File: config.mk
export PLATFORM = sky130hd
export DESIGN_NAME = tty_fb_writer_flat
export DESIGN_NICKNAME = d
export VERILOG_FILES = /design/src/rtl/tty_fb_writer_if.sv /design/src/rtl/tty_fb_writer.sv /design/src/flat_wrapper.sv
export SDC_FILE = /design/constraint.sdc
export NUM_CORES = 1
export LEC_CHECK = 0
export ABC_AREA = 1
export BUFFER_PORTS_ARGS = -buffer_cell sky130_fd_sc_hd__clkbuf_2
export CAP_MARGIN = 20
export CORE_UTILIZATION = 48
export CTS_BUF_LIST = sky130_fd_sc_hd__clkbuf_8
export DETAILED_ROUTE_END_ITERATION = 10
export PLACE_DENSITY_LB_ADDON = 0.25
export SLEW_MARGIN = 25
export SYNTH_ARGS = -nofsm -noshare
export SYNTH_HDL_FRONTEND = slang
export SYNTH_SLANG_ARGS = --single-unit
File: constraint.sdc
create_clock -name clk_i -period 2.3 [get_ports clk_i]
set_clock_uncertainty 0.2 [all_clocks]
set_input_delay 0.46 -clock clk_i [delete_from_list [all_inputs] [get_ports clk_i]]
set_output_delay 0.46 -clock clk_i [all_outputs]
set_load 0.005 [all_outputs]
File: src/rtl/tty_fb_writer_if.sv
`default_nettype none
// =============================================================================
// tty_fb_writer_if : character stream, hid_* frame-store bus and cursor status
// Rev 1.0
// =============================================================================
interface tty_fb_writer_if;
  logic        ch_valid;
  logic [7:0]  ch_data;
  logic [8:0]  ch_colour;
  logic        ch_ready;
  logic        busy;
  logic        hid_en;
  logic [7:0]  hid_we;
  logic [19:0] hid_addr;
  logic [63:0] hid_wrdata;
  logic [7:0]  one_hot_data_addr;
  logic [6:0]  x_pos;
  logic [5:0]  y_pos;

  // master: the writer, which owns the hid_* bus and consumes the character stream
  modport master (
    input  ch_valid, ch_data, ch_colour,
    output ch_ready, busy, hid_en, hid_we, hid_addr, hid_wrdata,
           one_hot_data_addr, x_pos, y_pos
  );

  modport slave (
    output ch_valid, ch_data, ch_colour,
    input  ch_ready, busy, hid_en, hid_we, hid_addr, hid_wrdata,
           one_hot_data_addr, x_pos, y_pos
  );
endinterface
`default_nettype wire

File: src/rtl/tty_fb_writer.sv
`default_nettype none
// =============================================================================
// tty_fb_writer : glass-TTY writer turning a byte stream into text-cell writes
// Rev 1.0
// =============================================================================
module tty_fb_writer #(
  parameter int         COLS     = 128,
  parameter int         ROWS     = 32,
  parameter logic [6:0] CLR_CODE = 7'h20
) (
  input  logic           clk_i,
  input  logic           rst_ni,
  tty_fb_writer_if.master bus
);

  typedef enum logic [2:0] {
    S_IDLE    = 3'd0,
    S_PUT     = 3'd1,
    S_CLR_ROW = 3'd2,
    S_CLR_ALL = 3'd3,
    S_CUR_X   = 3'd4,
    S_CUR_Y   = 3'd5
  } state_e;

  localparam logic [6:0]  c_x_max    = 7'(COLS - 1);
  localparam logic [5:0]  c_y_max    = 6'(ROWS - 1);
  localparam logic [4:0]  c_w_max    = 5'(COLS / 4 - 1);
  localparam logic [19:0] c_cur_base = 20'h04000;

  state_e      state_q, state_d;
  logic [6:0]  x_q, x_d;
  logic [5:0]  y_q, y_d;
  logic [4:0]  wcnt_q, wcnt_d;
  logic [5:0]  crow_q, crow_d;
  logic [6:0]  code_q, code_d;
  logic [8:0]  colour_q, colour_d;
  logic        adv_q, adv_d;

  logic        hid_en_q, hid_en_d;
  logic [7:0]  hid_we_q, hid_we_d;
  logic [19:0] hid_addr_q, hid_addr_d;
  logic [63:0] hid_wrdata_q, hid_wrdata_d;
  logic [7:0]  onehot_q, onehot_d;

  logic        w_accept;
  logic [6:0]  w_byte;
  logic [5:0]  w_y_wrap;

  assign bus.ch_ready          = (state_q == S_IDLE) && rst_ni;
  assign bus.busy              = (state_q != S_IDLE);
  assign bus.hid_en            = hid_en_q;
  assign bus.hid_we            = hid_we_q;
  assign bus.hid_addr          = hid_addr_q;
  assign bus.hid_wrdata        = hid_wrdata_q;
  assign bus.one_hot_data_addr = onehot_q;
  assign bus.x_pos             = x_q;
  assign bus.y_pos             = y_q;

  assign w_accept = bus.ch_valid && bus.ch_ready;
  assign w_byte   = bus.ch_data[6:0];
  assign w_y_wrap = (y_q == c_y_max) ? 6'd0 : y_q + 6'd1;

  // Cursor arithmetic happens on entry to the write state, so the write for a
  // state can be formed from the *_d values and registered alongside it.
  always_comb begin
    state_d  = state_q;
    x_d      = x_q;
    y_d      = y_q;
    wcnt_d   = wcnt_q;
    crow_d   = crow_q;
    code_d   = code_q;
    colour_d = colour_q;
    adv_d    = adv_q;
    unique case (state_q)
      S_IDLE: begin
        if (w_accept) begin
          colour_d = bus.ch_colour;
          state_d  = S_CUR_X;
          if (w_byte >= 7'h20 && w_byte <= 7'h7E) begin
            code_d  = w_byte;
            adv_d   = 1'b1;
            state_d = S_PUT;
          end else begin
            unique case (w_byte)
              7'h0D: x_d = 7'd0;
              7'h0A: begin
                x_d     = 7'd0;
                y_d     = w_y_wrap;
                wcnt_d  = 5'd0;
                state_d = S_CLR_ROW;
              end
              7'h08: begin
                if (x_q != 7'd0) begin
                  x_d     = x_q - 7'd1;
                  code_d  = CLR_CODE;
                  adv_d   = 1'b0;
                  state_d = S_PUT;
                end
              end
              7'h0C: begin
                crow_d  = 6'd0;
                wcnt_d  = 5'd0;
                state_d = S_CLR_ALL;
              end
              default: ;
            endcase
          end
        end
      end
      S_PUT: begin
        state_d = S_CUR_X;
        if (adv_q) begin
          if (x_q == c_x_max) begin
            x_d     = 7'd0;
            y_d     = w_y_wrap;
            wcnt_d  = 5'd0;
            state_d = S_CLR_ROW;
          end else begin
            x_d = x_q + 7'd1;
          end
        end
      end
      S_CLR_ROW: begin
        if (wcnt_q == c_w_max) state_d = S_CUR_X;
        else                   wcnt_d  = wcnt_q + 5'd1;
      end
      S_CLR_ALL: begin
        if (wcnt_q == c_w_max) begin
          wcnt_d = 5'd0;
          if (crow_q == c_y_max) begin
            x_d     = 7'd0;
            y_d     = 6'd0;
            state_d = S_CUR_X;
          end else begin
            crow_d = crow_q + 6'd1;
          end
        end else begin
          wcnt_d = wcnt_q + 5'd1;
        end
      end
      S_CUR_X: state_d = S_CUR_Y;
      S_CUR_Y: state_d = S_IDLE;
      default: state_d = S_IDLE;
    endcase
  end

  always_comb begin
    hid_en_d     = 1'b0;
    hid_we_d     = 8'h00;
    hid_addr_d   = 20'h0;
    hid_wrdata_d = 64'h0;
    onehot_d     = 8'h00;
    unique case (state_d)
      S_PUT: begin
        hid_en_d     = 1'b1;
        hid_addr_d   = {1'b1, 5'b0, y_d, x_d[6:2], 3'b000};
        hid_we_d     = 8'h03 << {x_d[1:0], 1'b0};
        hid_wrdata_d = {4{colour_d, code_d}};
      end
      S_CLR_ROW: begin
        hid_en_d     = 1'b1;
        hid_addr_d   = {1'b1, 5'b0, y_d, wcnt_d, 3'b000};
        hid_we_d     = 8'hFF;
        hid_wrdata_d = {4{colour_d, CLR_CODE}};
      end
      S_CLR_ALL: begin
        hid_en_d     = 1'b1;
        hid_addr_d   = {1'b1, 5'b0, crow_d, wcnt_d, 3'b000};
        hid_we_d     = 8'hFF;
        hid_wrdata_d = {4{colour_d, CLR_CODE}};
      end
      S_CUR_X: begin
        hid_en_d     = 1'b1;
        hid_addr_d   = c_cur_base | {11'b0, 6'd2, 3'b000};
        hid_we_d     = 8'hFF;
        hid_wrdata_d = {57'b0, x_d};
        onehot_d     = 8'h80;
      end
      S_CUR_Y: begin
        hid_en_d     = 1'b1;
        hid_addr_d   = c_cur_base | {11'b0, 6'd3, 3'b000};
        hid_we_d     = 8'hFF;
        hid_wrdata_d = {58'b0, y_d};
        onehot_d     = 8'h80;
      end
      default: ;
    endcase
  end

  always_ff @(posedge clk_i) begin
    if (!rst_ni) begin
      state_q      <= S_IDLE;
      x_q          <= 7'd0;
      y_q          <= 6'd0;
      wcnt_q       <= 5'd0;
      crow_q       <= 6'd0;
      code_q       <= 7'd0;
      colour_q     <= 9'd0;
      adv_q        <= 1'b0;
      hid_en_q     <= 1'b0;
      hid_we_q     <= 8'h00;
      hid_addr_q   <= 20'h0;
      hid_wrdata_q <= 64'h0;
      onehot_q     <= 8'h00;
    end else begin
      state_q      <= state_d;
      x_q          <= x_d;
      y_q          <= y_d;
      wcnt_q       <= wcnt_d;
      crow_q       <= crow_d;
      code_q       <= code_d;
      colour_q     <= colour_d;
      adv_q        <= adv_d;
      hid_en_q     <= hid_en_d;
      hid_we_q     <= hid_we_d;
      hid_addr_q   <= hid_addr_d;
      hid_wrdata_q <= hid_wrdata_d;
      onehot_q     <= onehot_d;
    end
  end

endmodule
`default_nettype wire

File: src/flat_wrapper.sv
// flat-port wrapper written by rule: the top's interface ports become plain ports
module tty_fb_writer_flat 
#(
  parameter int         COLS     = 128,
  parameter int         ROWS     = 32,
  parameter logic [6:0] CLR_CODE = 7'h20
)
  (clk_i, rst_ni, bus_ch_valid, bus_ch_data, bus_ch_colour, bus_ch_ready, bus_busy, bus_hid_en, bus_hid_we, bus_hid_addr, bus_hid_wrdata, bus_one_hot_data_addr, bus_x_pos, bus_y_pos);
  tty_fb_writer_if bus_i ();
  input  logic clk_i;
  input  logic rst_ni;
  input wire logic [$bits(bus_i.ch_valid)-1:0] bus_ch_valid;
  input wire logic [$bits(bus_i.ch_data)-1:0] bus_ch_data;
  input wire logic [$bits(bus_i.ch_colour)-1:0] bus_ch_colour;
  output wire logic [$bits(bus_i.ch_ready)-1:0] bus_ch_ready;
  output wire logic [$bits(bus_i.busy)-1:0] bus_busy;
  output wire logic [$bits(bus_i.hid_en)-1:0] bus_hid_en;
  output wire logic [$bits(bus_i.hid_we)-1:0] bus_hid_we;
  output wire logic [$bits(bus_i.hid_addr)-1:0] bus_hid_addr;
  output wire logic [$bits(bus_i.hid_wrdata)-1:0] bus_hid_wrdata;
  output wire logic [$bits(bus_i.one_hot_data_addr)-1:0] bus_one_hot_data_addr;
  output wire logic [$bits(bus_i.x_pos)-1:0] bus_x_pos;
  output wire logic [$bits(bus_i.y_pos)-1:0] bus_y_pos;
  assign bus_i.ch_valid = bus_ch_valid;
  assign bus_i.ch_data = bus_ch_data;
  assign bus_i.ch_colour = bus_ch_colour;
  assign bus_ch_ready = bus_i.ch_ready;
  assign bus_busy = bus_i.busy;
  assign bus_hid_en = bus_i.hid_en;
  assign bus_hid_we = bus_i.hid_we;
  assign bus_hid_addr = bus_i.hid_addr;
  assign bus_hid_wrdata = bus_i.hid_wrdata;
  assign bus_one_hot_data_addr = bus_i.one_hot_data_addr;
  assign bus_x_pos = bus_i.x_pos;
  assign bus_y_pos = bus_i.y_pos;
  tty_fb_writer #(.COLS(COLS), .ROWS(ROWS), .CLR_CODE(CLR_CODE)) u_core (.clk_i(clk_i), .rst_ni(rst_ni), .bus(bus_i));
endmodule
Word-level counts from Yosys, hierarchy flattened

Index checks and enable logic that the tools add are counted.

Input port bits: 20
Memory bits (read-only): 0
Output and inout port bits: 116
Register bits after elaboration: 145
Memory bits (writable): 0
Memories: 0
Latch bits: 0
Word-level logic and storage cells: 110

Add/sub/neg operators: 5
Bitwise operators: 0
Magnitude comparators: 2
Multiplexer cells: 57
Reductions and logical operators: 15
Divide/modulo/power cells: 0
Equality and inequality tests: 17
Multipliers: 0
Shift-type cells: 1

Operator list:

| operator              | number |
|---|---|
| $pmux W64 S4          | 1 |
| $pmux W20 S5          | 1 |
| $mux W7               | 12 |
| $mux W6               | 13 |
| $mux W5               | 7 |
| $eq A7 B4 Y1 const B  | 4 |
| $mux W3               | 8 |
| $pmux W7 S3           | 1 |
| $pmux W5 S4           | 1 |
| $mux W9               | 2 |
| $pmux W6 S3           | 1 |
| $pmux W8 S2           | 1 |
| $pmux W3 S5           | 1 |
| $pmux W7 S2           | 1 |
| $add A6 B1 Y6 const B | 2 |
| $eq A3 B2 Y1 const B  | 4 |
| $eq A6 B5 Y1 const B  | 2 |
| $pmux W6 S2           | 1 |
| $eq A3 B3 Y1 const B  | 3 |
| $pmux W3 S3           | 1 |
| $mux W8               | 1 |
| $reduce_or A2 Y1      | 4 |
| $shl A2 B3 Y8 const A | 1 |
| $add A7 B1 Y7 const B | 1 |
| 16 further kinds      | 23 |

Longest topological paths before layout

Gate-level depths: netlist (run 1).

Depth after elaboration: 9
Gate-level depth with buffers: 17
Gate-level depth less buffers: 16

Least setup slack after synthesis (run 1)

Ideal clock, no wire load.

Kind: register -> register
Start: reg u_core.wcnt_q[0]
End: reg u_core.hid_en_q (netlist: u_core.bus.hid_en)
Setup time: 0.119 ns
Cell stages (with the launch flop): 16
Data arrival time: 1.889 ns
Buffers on the path: 2
Period minus slack after synthesis: 2.207 ns
Data required time: 1.981 ns
Setup slack: 0.093 ns
Path through: dfxtp_1 > ha_1 > nand3_1 > inv_1 > ha_1 > clkbuf_1 > nand2_1 > nand2_4 > inv_2 > nor2_1 > nand2_2 > inv_2 > nand2_1 > buf_4 > nand2_1 > o21ai_1

Longest elaborated chain between the ends: 6
Elaborated cells on any way between the ends: 11
Classes of those cells: 6 x eq/ne; 4 x mux; 1 x reduce/logical

Ends and longest elaborated chain:

| item                                       | RTL line                                   | text |
|---|---|---|
| start, declared                            | tty_fb_writer.sv:33                        | `logic [4:0] wcnt_q, wcnt_d;` |
| start signal, assigned                     | tty_fb_writer.sv:209                       | `wcnt_q <= wcnt_d;` |
| $eq A5 B5 Y1 (*)                           | tty_fb_writer.sv:124, tty_fb_writer.sv:128 |  |
| $mux W3, on equally long branches          | tty_fb_writer.sv:128, tty_fb_writer.sv:124 |  |
| $pmux W3 S5 (*)                            | tty_fb_writer.sv:74                        | `unique case (state_q)` |
| $eq A3 B1 Y1, or another cell as far along | tty_fb_writer.sv:153                       | `unique case (state_d)` |
| $reduce_or A5 Y1 (no source line) (*)      | n/a                                        |  |
| $mux W1 (*)                                | tty_fb_writer.sv:153                       |  |
| end signal, assigned                       | tty_fb_writer.sv:214                       | `hid_en_q <= hid_en_d;` |
| end, declared                              | tty_fb_writer.sv:39                        | `logic hid_en_q, hid_en_d;` |

Every way passes the cells marked *; elsewhere a longest branch is shown, timed or not.
A chain may end at the register's enable or synchronous reset.

Worst setup path in the final report (run 1)

Start: reg u_core.state_q[2]
End: out bus_busy

Longest elaborated chain between the ends: 1

Ends and longest elaborated chain:

| item                   | RTL line             | text |
|---|---|---|
| start, declared        | tty_fb_writer.sv:30  | `state_e state_q, state_d;` |
| start signal, assigned | tty_fb_writer.sv:206 | `state_q <= state_d;` |
| $reduce_bool A3 Y1     | tty_fb_writer.sv:50  | `assign bus.busy = (state_q != S_IDLE);` |
| end, declared          | flat_wrapper.sv:16   | `output wire logic [$bits(bus_i.busy)-1:0] bus_busy;` |

No other way between the ends.

==> run metrics, run 1 <==
status=finished, violations left; failing checks=design-rule violations; minimum clock period=between 2 and 2.5 ns; Initial Util=0.504; CP startpoint kind=flop; arrival time worst endpoint=~1.5 ns; crit path buf inv count=2; Syn Area/Cell=between 6 and 7 µm²; first-pass GRT wire length=18900 µm; # nets final=830; final WL=12100 µm; hpwl dp=9410 µm; power density of the placed cells=578 nW/µm²; setup TNS=0 ns; Post-synth ARST share=0; VDD IR max=0.364 mV; layout cells sized above 1=0.324; final cell count without fillers=between 900 and 1000; Max Cap Violations=0; GP Congestion=0.920; Wirelength per Cell=13.3 µm; Syn Std Cell Area=4460 µm²; Max Clk Rate=457 MHz; num rows=34; WS Path Type=flop to output pin; Max Slew Vio Count=0; post-DR vias/cell=5.02; sw frac=0.289; num ports=136; DRC violations left=15; CP Capture Type=output pin; IO buf count=120; Final setup viols=0; Cell Chain, Critical Path=inv_2 > nand2_1 > clkbuf_2; Distinct cells, synth=34; Area Overhead vs Synth=23.9%; clock latency on the worst-skew pair=around 0.36 ns; Flop pwr share=0.463; Die X-Extent=between 90 and 100 µm; clock buffer count from CTS=9; Worst path max stage delay=0.51 ns; Worst R2R Setup Slack=0.12 ns; ANT cells=0; Placed Cells=891; 1st-iter DRT viols=about 320; final hold violation count=0; LEAKAGE=0.00286 µW; largest net degree at the start of global routing=27; FF+latch count, synth=80; Die Ht=between 90 and 100 µm; CTS hold repair buffers=0; vias in the first global route=4090; Comb pwr share=0.156; crit path max fanout=6; P_sw=922 µW; top cell type's share of synthesized area=0.359; TritonCTS clock tree=yes; part of the power in the clock network=0.381; largest area contributor in the synthesized netlist=dfxtp_1; largest cells by area after synthesis=dfxtp_1, nand2_1, buf_4; Bufs on Longest Clock Path=2; GRT Total Usage=0.244; Crit path max-delay family=flip-flops; CTS root buf=clkbuf_8; RSZ-0062 raised after global routing=true; Place WS=-0.0715 ns; CP max stage cell=dfxtp_1; Hold Path Class=input port to flop; core box area=8850 µm²; drt pass-1 iters=10; Main synth FF type=dfxtp_1; vias=4587; gate count of the mapped netlist=approximately 670; gr ovfl total=0; die area=9670 µm²; Cell Int Power=2270 µW; H-tree depth=3; final period utilization=0.950; Ys Warns=0; sequential-to-total area share from yosys stat=0.359; Final WS setup=0.114 ns; Post-synth EDFFs=0; clock sink count=80; post-route ant nets=0; Clk pin slew, worst setup/hold paths=0.09 ns; antenna violations before repair=0; CP required=1.64 ns
-- area by class of cell --
class / instances / area, µm²
fill: 859 / 3330
multi-input combinational: 450 / 2180
sequential: 80 / 1610
timing repair buffer: 179 / 1060
inverter: 81 / 304
tap: 108 / 135
clock buffer: 9 / 124
clock inverter: 7 / 109
-- worst register-to-register path: stages (launching register included) --
cell and delay [ns]:
dfxtp_4 0.37, ha_2 0.18, nand3_2 0.10, inv_2 0.08, ha_4 0.15, nand2_1 0.09, nand2_4 0.10, nand2_2 0.09
buf_4 0.17, nor2_1 0.10, nand2_1 0.07, nand2_2 0.11, o21ai_1 0.11, nor2_1 0.11, nor2_1 0.05
-- layer usage --
| metal | global-route usage | routed length [µm] | share of wire |
|---|---|---|---|
| met2 | 0.412 | 5720 | 0.47 |
| met4 | 0.0723 | 201 | 0.017 |
| met3 | 0.0365 | 786 | 0.065 |
| met5 | 0 | 0 | 0 |
| met1 | 0.324 | 5410 | 0.45 |
-- power by group through the flow --
| stage | Clock (µW) | Combinational [µW] | Sequential, µW |
|---|---|---|---|
| 6_report | 1220 | 496 | 1480 |
| 5_1_grt | 1280 | 547 | 1480 |
| 3_3_place_gp | 0 | 467 | 1510 |
| 2_1_floorplan | 0 | 317 | 1500 |
| 3_5_place_dp | 0 | 469 | 1510 |
| 4_1_cts | 1230 | 472 | 1480 |
-- per-stage QoR --
step | hold WS, ns | utilization | instance area [µm²] | power, µW
after global placement | 0.256 | 0.582 | 5150 | 1970
after floorplan | 0.246 | - | 4510 | 1820
after global routing | 0.120 | 0.624 | 5520 | 3310
after CTS | 0.102 | 0.608 | 5380 | 3180
after detailed placement | 0.262 | 0.582 | 5150 | 1980
final | 0.106 | 0.624 | 5520 | 3190
-- cells in the mapped netlist (8+ instances only) --
cell type    n
inv_2       16
nand2_1    180
buf_4       61
a21oi_1     42
nor2_1      80
dfxtp_1     80
clkbuf_1     8
nand2_2      8
nand3_1     54
o21ai_0     10
inv_1       64
ha_1         9
o21ai_1     14
-- final timing paths --
kind,start,to,cells past startpoint
setup / recovery,u_core.state_q[2],bus_busy,3
hold / removal,bus_ch_colour[5],u_core.colour_q[5],3
setup reg to reg,u_core.wcnt_q[1],u_core.bus.hid_wrdata[3],14
hold reg to reg,u_core.colour_q[5],u_core.colour_q[5],2
-- cells by family (layout without fill, tap and decap cells) --
logic type,after synthesis,count (layout),synth area share
AND/OR/NAND/NOR,347,348,0.336
buffers and inverters,153,276,0.181
flip-flops,80,80,0.359
AO/OA/AOI/OAI,76,76,0.0918
adder cells (fa/ha/maj),9,9,0.0253
XOR/XNOR,3,3,0.00590
other,1,14,0.000841
-- flip-flops by register name (all words and copies together), names as in the netlist, 4 cells and up --
register / count
u_core.bus.hid_addr: 13
u_core.bus.hid_we: 4
u_core.bus.hid_wrdata: 23
u_core.bus.x_pos: 7
u_core.bus.y_pos: 6
u_core.colour_q: 9
u_core.crow_q: 6
u_core.wcnt_q: 5
-- cell usage in the layout (no fill, tap or decap), types with 2 or more instances in the layout --
cell | synthesis | layout
a21oi_2 | 3 | 3
nand2_1 | 180 | 174
xor2_1 | 2 | 2
nand3_1 | 54 | 52
o21a_1 | 2 | 2
o21ai_0 | 10 | 9
inv_2 | 16 | 18
dfxtp_2 | 0 | 6
nor3_1 | 4 | 4
o211ai_1 | 2 | 2
nand2_2 | 8 | 14
nand3_2 | 1 | 3
o21ai_1 | 14 | 14
inv_1 | 64 | 62
nor2_4 | 5 | 7
bufinv_16 | 0 | 2
ha_1 | 9 | 7
inv_8 | 0 | 2
dfxtp_1 | 80 | 73
conb_1 | 1 | 14
clkbuf_2 | 0 | 120
nor2_2 | 3 | 7
nor2_1 | 80 | 75
buf_4 | 61 | 58
clkbuf_8 | 0 | 9
nand4_1 | 7 | 7
a21oi_1 | 42 | 41
inv_6 | 0 | 2
-- repair_timing --
item	CTS	global route
setup endpoints to repair	11	42
resized for setup	1	31
setup buffers	0	6
pin swaps	0	4
gates cloned	0	1
Note: power is estimated with default switching activity, not from simulation.
==> inputs of run 2 (changes only) <==
- MAX_ROUTING_LAYER: default -> met4
==> run metrics, run 2 (synthesized netlist as in run 1, its figures left out) <==
1st-iter DRT viols=216; vias=4474; clock latency on the worst-skew pair=between 0.3 and 0.4 ns; gr ovfl total=0; vias in the first global route=4079; DR top layer=met4; Crit path top cell by count=nand2_1; CP Capture Type=flop; WS Path Type=flop to flop; TritonCTS clock tree=yes; Clk pin slew, worst setup/hold paths=about 0.090 ns; Cell Chain, Critical Path=ha_1 > nand3_1 > nor2_1 > nand2_1 > nand2_1 > inv_2 > nor2_4 > nand2_2 > nand2_1 > nand2_1 > nand2_1 > nand3_1 > nand2_1 > inv_1; Worst R2R Setup Slack=0.13 ns; failing checks=design-rule violations; IO buf count=120; ANT cells=0; VDD IR max=about 0.28 mV; WL met1=between 5000 and 6000 µm; final period utilization=0.944; final hold violation count=0; clock sink count=80; DRC violations left=13; H-tree depth=3; worst hold slack=0.109 ns; clock buffer count from CTS=9; first-pass GRT wire length=19100 µm; Wirelength per Cell=13.1 µm; crit path max fanout=5; CP required=between 2 and 2.5 ns; CTS hold repair buffers=0; most common cell after layout, fill and taps aside=nand2_1; footprint of the multi-input gates=2170 µm²; GRT Total Usage=0.257; most frequent cells in the layout=nand2_1, clkbuf_2, dfxtp_1; final core utilization=0.624; Area Overhead vs Synth=23.9%; LEAKAGE=0.00287 µW; Max Clk Rate=461 MHz; Bufs on Longest Clock Path=2; num ports=136; Die X-Extent=98.4 µm; arrival time worst endpoint=2.24 ns; # nets final=approximately 830; GP Congestion=roughly 0.9; die area=9670 µm²; final WL=12000 µm; Area after DPL=between 5000 and 6000 µm²; Worst path max stage delay=0.39 ns; max reg flops=23; setup TNS=0 ns; CTS root buf=clkbuf_8; Final setup viols=0; layout cells sized above 1=0.321; Max Slew Vio Count=0; core box area=8850 µm²; drt pass-1 iters=11; crit path buf inv count=2; largest net degree at the start of global routing=25; Max Cap Violations=0; CP max stage cell=dfxtp_4; post-route ant nets=0; Initial Util=0.504; hpwl dp=9380 µm; CP startpoint kind=flop; final-layout fill cell count=828; status=finished, violations left; Met2 Wirelength=5550 µm; Final Cell Area=between 5000 and 6000 µm²; storage element area=1610 µm²; antenna violations before repair=0; post-DR vias/cell=4.88; num rows=34; Hold Path Class=input port to flop; power density of the placed cells=between 500 and 600 nW/µm²; Die Ht=98.4 µm; minimum clock period=2.17 ns; met3 wire len=608 µm; Crit path max-delay family=simple AND/OR/NAND/NOR gates
-- run 2: cell count changes in the layout (fill, tap and decap cells not counted), moves of 2 or more --
cell / delta
dfxtp_1: +2
nor2_2: +3
dfxtp_2: -2
nor2_1: -2
inv_6: +2
-- run 2: through the flow --
stage                     instances  setup WS (ns)  total power [µW]
after floorplan                 682         0.0928              1820
final                           916          0.129              3200
after CTS                       912        0.00444              3200
after global routing            916       -0.00794              3340
after global placement          894       -0.00413              1980
after detailed placement        894        0.00744              1980
-- run 2: layout make-up --
type / count / share of cell area
clock inverter: 7 / 0.0193
sequential: 80 / 0.292
multi-input combinational: 450 / 0.393
tap: 108 / 0.0245
inverter: 81 / 0.0551
clock buffer: 9 / 0.0224
timing repair buffer: 181 / 0.194
-- run 2: where the power goes --
| part | switching (µW) | internal [µW] | leakage, µW |
|---|---|---|---|
| logic | 309 | 197 | 0.00210 |
| clock network | 585 | 635 | 0.000117 |
| registers | 36.7 | 1440 | 0.000652 |
| total | 930 | 2270 | 0.00287 |
-- run 2: what timing repair did --
item,in CTS,in global routing
cloned,0,2
pin swaps,1,3
hold endpoints to repair,0,0
resized for setup,2,26
buffers inserted,2,2
setup endpoints to repair,4,37
-- run 2: routing by layer --
layer | up-vias | GRT usage
met2 | 162 | 0.417
met4 | 0 | 0.0918
met3 | 24 | 0.0301
met1 | 1988 | 0.329
met5 | - | -
li1 | 2300 | -
-- run 2: worst paths after layout --
path,from,to,depth (start not counted)
max,u_core.bus.x_pos[1],u_core.bus.hid_wrdata[1],14
min,bus_ch_colour[6],u_core.colour_q[6],3
max reg2reg,u_core.bus.x_pos[1],u_core.bus.hid_wrdata[1],14
min reg2reg,u_core.colour_q[3],u_core.colour_q[3],2
-- run 2: worst min-delay path, cell delays in order --
cell	delay, ns
clkbuf_2	0.07
nand2_1	0.04
nand2_1	0.07
